### src/rtl/apb_request_arbiter.sv
`default_nettype none
// ============================================================================
// Module   : apb_request_arbiter
// Purpose  : Round-robin arbiter that shares one APB master among NumReq
//            local requesters. Each accepted request is latched, issued to the
//            master as a one-cycle Start command, and tracked through the
//            master's Busy handshake. It ends with a one-cycle per-requester
//            completion pulse and registered read data.
// Ports    : PCLK, reset          - clock, async active-high reset
//            ReqValid/ReqWrite/ReqAddr/ReqSel/ReqData/ReqStrb
//                                 - flattened requester fields (slice k = req k)
//            ReqGrant, ReqDone    - one-hot accept / completion pulses
//            RespData             - read data, valid with ReqDone
//            Start/RD/WR/Addr/Sel/SendData/Strb
//                                 - command interface to the APB master
//            Busy, DataReceived   - transfer status / read data from master
//            ArbBusy, GrantId     - status: not idle / last granted index
// Revision : 1.0 - initial release
// ============================================================================
module apb_request_arbiter #(
  parameter  int NumReq     = 4,
  parameter  int DataWidth  = 32,
  parameter  int AddrWidth  = 32,
  parameter  int Slaves     = 4,
  localparam int DecoSlaves = $clog2(Slaves),
  localparam int StrbWidth  = DataWidth / 8,
  localparam int IdWidth    = $clog2(NumReq)
) (
  input  logic                            PCLK,
  input  logic                            reset,
  input  logic [NumReq-1:0]               ReqValid,
  input  logic [NumReq-1:0]               ReqWrite,
  input  logic [NumReq*AddrWidth-1:0]     ReqAddr,
  input  logic [NumReq*DecoSlaves-1:0]    ReqSel,
  input  logic [NumReq*DataWidth-1:0]     ReqData,
  input  logic [NumReq*StrbWidth-1:0]     ReqStrb,
  output logic [NumReq-1:0]               ReqGrant,
  output logic [NumReq-1:0]               ReqDone,
  output logic [DataWidth-1:0]            RespData,
  output logic                            Start,
  output logic                            RD,
  output logic                            WR,
  output logic [AddrWidth-1:0]            Addr,
  output logic [DecoSlaves-1:0]           Sel,
  output logic [DataWidth-1:0]            SendData,
  output logic [StrbWidth-1:0]            Strb,
  input  logic                            Busy,
  input  logic [DataWidth-1:0]            DataReceived,
  output logic                            ArbBusy,
  output logic [IdWidth-1:0]              GrantId
);

  typedef enum logic [2:0] {
    ST_IDLE      = 3'd0,
    ST_ISSUE     = 3'd1,
    ST_WAIT_BUSY = 3'd2,
    ST_WAIT_DONE = 3'd3,
    ST_DONE      = 3'd4
  } state_t;

  state_t                  r_state;
  state_t                  w_next;
  logic [IdWidth-1:0]      r_grant_id;
  logic                    r_write;
  logic [AddrWidth-1:0]    r_addr;
  logic [DecoSlaves-1:0]   r_sel;
  logic [DataWidth-1:0]    r_data;
  logic [StrbWidth-1:0]    r_strb;
  logic [DataWidth-1:0]    r_resp;

  logic                    w_found;
  logic [IdWidth-1:0]      w_win;
  logic [IdWidth-1:0]      w_idx;
  logic [NumReq-1:0]       w_onehot;
  logic                    w_active;
  logic                    w_accept;

  // Round-robin search: start one past the last winner and take the first
  // pending requester. The last winner itself is checked last (i = NumReq).
  always_comb begin
    w_found = 1'b0;
    w_win   = r_grant_id;
    w_idx   = r_grant_id;
    for (int i = 1; i <= NumReq; i++) begin
      w_idx = IdWidth'((int'(r_grant_id) + i) % NumReq);
      if (!w_found && ReqValid[w_idx]) begin
        w_found = 1'b1;
        w_win   = w_idx;
      end
    end
  end

  assign w_accept = (r_state == ST_IDLE) && w_found;

  always_ff @(posedge PCLK or posedge reset) begin
    if (reset) begin
      r_state <= ST_IDLE;
    end else begin
      r_state <= w_next;
    end
  end

  always_comb begin
    w_next = r_state;
    case (r_state)
      ST_IDLE:      if (w_found) w_next = ST_ISSUE;
      ST_ISSUE:     w_next = ST_WAIT_BUSY;
      // A single-cycle Busy pulse still walks through WAIT_DONE and counts
      // as a finished transfer.
      ST_WAIT_BUSY: if (Busy) w_next = ST_WAIT_DONE;
      ST_WAIT_DONE: if (!Busy) w_next = ST_DONE;
      ST_DONE:      w_next = ST_IDLE;
      default:      w_next = ST_IDLE;
    endcase
  end

  // Command fields are captured once at accept time so the requester is free
  // to change its inputs from the cycle after the grant.
  always_ff @(posedge PCLK or posedge reset) begin
    if (reset) begin
      r_grant_id <= IdWidth'(NumReq - 1);
      r_write    <= 1'b0;
      r_addr     <= '0;
      r_sel      <= '0;
      r_data     <= '0;
      r_strb     <= '0;
    end else if (w_accept) begin
      r_grant_id <= w_win;
      r_write    <= ReqWrite[w_win];
      r_addr     <= ReqAddr[int'(w_win)*AddrWidth +: AddrWidth];
      r_sel      <= ReqSel[int'(w_win)*DecoSlaves +: DecoSlaves];
      r_data     <= ReqData[int'(w_win)*DataWidth +: DataWidth];
      r_strb     <= ReqWrite[w_win] ? ReqStrb[int'(w_win)*StrbWidth +: StrbWidth]
                                    : '0;
    end
  end

  // Read data is captured on the WAIT_DONE -> DONE transition only; writes
  // leave the previous read value in place.
  always_ff @(posedge PCLK or posedge reset) begin
    if (reset) begin
      r_resp <= '0;
    end else if ((r_state == ST_WAIT_DONE) && !Busy && !r_write) begin
      r_resp <= DataReceived;
    end
  end

  assign w_active = (r_state != ST_IDLE);
  assign w_onehot = NumReq'(1) << r_grant_id;

  assign ReqGrant = (r_state == ST_ISSUE) ? w_onehot : '0;
  assign ReqDone  = (r_state == ST_DONE)  ? w_onehot : '0;
  assign Start    = (r_state == ST_ISSUE);
  assign RD       = w_active & ~r_write;
  assign WR       = w_active &  r_write;
  assign Addr     = r_addr;
  assign Sel      = r_sel;
  assign SendData = r_data;
  assign Strb     = r_strb;
  assign RespData = r_resp;
  assign ArbBusy  = w_active;
  assign GrantId  = r_grant_id;

endmodule
`default_nettype wire

### config.mk
export PLATFORM = sky130hd
export DESIGN_NAME = apb_request_arbiter
export DESIGN_NICKNAME = d
export VERILOG_FILES = /design/src/rtl/apb_request_arbiter.sv
export SDC_FILE = /design/constraint.sdc
export NUM_CORES = 1
export LEC_CHECK = 0
export ABC_CLOCK_PERIOD_IN_PS = 7310
export CORE_AREA = 2 2 169 171
export DETAILED_ROUTE_END_ITERATION = 8
export DIE_AREA = 0 0 171 173
export MAX_ROUTING_LAYER = met4
export SLEW_MARGIN = 15
export SYNTH_ARGS = -nofsm -noshare
export SYNTH_HDL_FRONTEND = slang
export SYNTH_SLANG_ARGS = --single-unit
### constraint.sdc
create_clock -name PCLK -period 7.31 [get_ports PCLK]
set_input_delay 2.193 -clock PCLK [delete_from_list [all_inputs] [get_ports PCLK]]
set_output_delay 2.193 -clock PCLK [all_outputs]
set_load 0.02 [all_outputs]
==> results.json <==
{
  "critical_path_arrival_ps": 5410,
  "fin_nets": 1360,
  "clk_path_buf_depth": 2,
  "grt_pass1_wl_mm": 37.7,
  "detail_route.wl_per_cell_um": 17.9,
  "peakVddDrop_v": 0.000353,
  "syn2layout_area_growth_pct": 70.8,
  "grt_setup_unrepaired": "false",
  "synth_ff_type": "sky130_fd_sc_hd__dfrtp_1",
  "crit_start": "ReqValid[2]",
  "worstReg2RegStart": "GrantId[0]$_DFFE_PP1P_",
  "timing_hold_violations_final": 0,
  "cts.sinks": 108,
  "layout_commonest_cell": "sky130_fd_sc_hd__clkdlybuf4s50_1",
  "ys_async_sr_fraction": 1.00,
  "max_stage_delay_ps": 630,
  "rows": 61,
  "fin_worst_skew_ps": 12.2,
  "multi_input_combinational_cell_area_mm2": 0.00367,
  "seqCellArea_mm2": 0.00271,
  "p_sw_uw": 2070,
  "synth_cells": 640,
  "grt_overflow": 0,
  "timing.critical_path.to_type": "flop",
  "holdCritPathClass": "flop to flop",
  "initial_antenna_violation_count": 0,
  "transition_time_of_the_tightest_slew_check_pin_ps": 1040,
  "synth.yosys.seq_area_share": 0.396,
  "final_layout_size_suffix_gt1_frac": 0.0684,
  "worst_path_dominant_cell_family": "buffers and inverters",
  "port_buffers": 438,
  "internal-power_uw": 2670,
  "finalSetupTns_ps": 0,
  "leakagePower_uw": 0.00473,
  "critical_path.cell_chain": "clkdlybuf4s50_1, mux2_2, a311o_1, nand2_8, buf_4, mux2i_1, nor2_1, a221o_1",
  "reg2reg_setup_slack_ps": 3330,
  "mostFrequentLayoutCells": "sky130_fd_sc_hd__clkdlybuf4s50_1 (438), sky130_fd_sc_hd__mux2i_1 (135), sky130_fd_sc_hd__dfrtp_1 (106)",
  "achievable-frequency_ghz": 0.193,
  "grt_util_all_layers": 0.169,
  "pwr_density_cell_mw_per_mm2": 407,
  "pwr-share-clk": 0.113,
  "drt_drc_violations_left": 0,
  "cts_setup_buffers": 0,
  "worstSetupPathType": "input port to flop",
  "cp_num_buf_inv": 2,
  "synth_enable_flop_cells": 0,
  "critical_path.slowest_cell": "sky130_fd_sc_hd__nand2_8",
  "post_drt_via_cell_ratio": 4.63,
  "maxCapViolCount": 0,
  "drt_iter0_drc": 279,
  "cp_data_required_time_ps": 7550,
  "timing_max_transition_violations_final": 0,
  "numCtsBuffers": 9,
  "min_from": "Strb[1]$_DFFE_PP0P_",
  "netlist_cell_types": 46,
  "crit_path_max_fanout": 94,
  "cts_max_level": 3,
  "yosys_warnings": 0,
  "stdcell_count": 1416,
  "synth.net_count": 967,
  "initial_utilization": 0.247,
  "detail_route.wirelength_mm": 25.3,
  "clk_transition_reported_paths_ps": 80,
  "worst_slew_slack_as_a_fraction_of_its_limit": 0.309,
  "fill_cells": 2734,
  "tritoncts_clock_tree": "yes",
  "num_antenna_cells": 0,
  "synth_seq_cells": 108,
  "drt_first_pass_iters": 4,
  "setup_viol": 0,
  "fp.dieArea_mm2": 0.0296,
  "seqPwrFrac": 0.230,
  "clock_latency_at_the_later_pin_of_the_worst_skew_pair_ps": 360,
  "ant_nets_after_route": 0,
  "grt_pass1_vias": 6681,
  "finalHoldWorstSlack_ps": 480,
  "post_syn_area_mm2": 0.00683,
  "placedCellCount": 1400,
  "die_w_um": 171,
  "cts-hold-fix-buffers": 0,
  "route.vias.total": 6563,
  "grt_max_degree": 144,
  "hpwl_mm": 19.3,
  "die_h_um": 173,
  "core_mm2": 0.0276,
  "io_pins": 439,
  "overall_power_consumption_uw": 4740,
  "status": "complete, no violations",
  "worst_setup_margin_ps": 2130,
  "place.gp.congestion": 0.852,
  "min_period_ps": 5180,
  "syn-mean-instance-area_um2": 10.7,
  "timing.final.crit_share": 0.708,
  "ctsResizeCount": 0,
  "cts.root.buffer_cell": "sky130_fd_sc_hd__clkbuf_16",
  "p_comb_frac": 0.657,
  "preCtsSetupSlack_ps": 1810,
  "power_switching_share": 0.437,
  "cp-start-kind": "input port"
}
-- synth_stat cells (all sizes together), types with 2 or more instances --
library cell | n | share of area
a21oi | 6 | 0.0049
a221o | 66 | 0.097
a31oi | 3 | 0.0049
a41oi | 4 | 0.0051
and2 | 4 | 0.0037
and3 | 5 | 0.0046
buf | 34 | 0.051
clkbuf | 30 | 0.017
dfrtp | 106 | 0.39
dfstp | 2 | 0.0077
ha | 4 | 0.0073
inv | 5 | 0.0027
mux2 | 39 | 0.065
mux2i | 135 | 0.20
nand2 | 16 | 0.0099
nand2b | 3 | 0.0027
nand3 | 5 | 0.0037
nand3b | 4 | 0.0044
nand4 | 4 | 0.0037
nor2 | 73 | 0.040
nor3 | 69 | 0.051
nor3b | 2 | 0.0022
nor4 | 2 | 0.0027
o211ai | 2 | 0.0042
o21ai | 3 | 0.0022
or3 | 4 | 0.0037
-- power by group through the flow --
stage | sequential [uW] | clock [uW] | combinational (uW)
2_1_floorplan | 1390 | 0 | 1890
3_3_place_gp | 1090 | 0 | 3140
3_5_place_dp | 1100 | 0 | 3170
4_1_cts | 1090 | 560 | 3170
5_1_grt | 1130 | 582 | 3350
6_report | 1090 | 535 | 3120
-- cell families (layout without fill, tap and decap cells) --
kind of cell | Yosys count | after routing | synth area share
AOI/OAI and AO/OA | 89 | 89 | 0.124
muxes | 174 | 174 | 0.263
adders and majority gates | 4 | 4 | 0.00733
and+or+nand+nor | 196 | 196 | 0.139
DFF | 108 | 108 | 0.396
buffers and inverters | 69 | 467 | 0.0703
-- per-stage QoR --
step / utilization / instance area (um2)
6_report: 0.422 / 11700
5_1_grt: 0.422 / 11700
4_1_cts: 0.422 / 11700
3_5_place_dp: 0.411 / 11300
3_3_place_gp: 0.411 / 11300
2_1_floorplan: - / 6830
-- worst register-to-register path, delay by kind of cell (launching register included) --
kind / cells / cell delay [ps]
muxes: 1 / 220
DFF: 1 / 720
adders and majority gates: 1 / 440
and+or+nand+nor: 3 / 880
buffers and inverters: 2 / 740
AOI/OAI and AO/OA: 2 / 870
-- flip-flops by register name, indices dropped and copies added, names as in the netlist --
signal and count:
Addr 32, r_state 3, Sel 2, SendData 32, Strb 4, RespData 32
GrantId 2, r_write 1
-- layout make-up --
type                       instances  share of cell area
clock buffer                       9              0.0193
clock inverter                     7             0.00815
inverter                           5             0.00182
multi-input combinational        463               0.314
sequential                       108               0.232
tap                              378              0.0405
timing repair buffer             446               0.384
-- final timing paths --
path                                            to  cells after the start
max                           Addr[19]$_DFFE_PP0P_                      8
min                            Strb[1]$_DFFE_PP0P_                      2
max reg2reg                   Addr[19]$_DFFE_PP0P_                      9
min reg2reg                    Strb[1]$_DFFE_PP0P_                      2
max in group asynchronous  SendData[0]$_DFFE_PP0P_                      3
min in group asynchronous     Addr[25]$_DFFE_PP0P_                      2
-- layer usage --
layer / GRT usage / routed length [um] / up-vias
met5: - / 0 / -
met4: 0.0367 / 352 / 0
met3: 0.0469 / 2040 / 22
met2: 0.297 / 12600 / 283
met1: 0.189 / 10300 / 3072
li1: - / - / 3186
(Power assumes the default switching activity.)
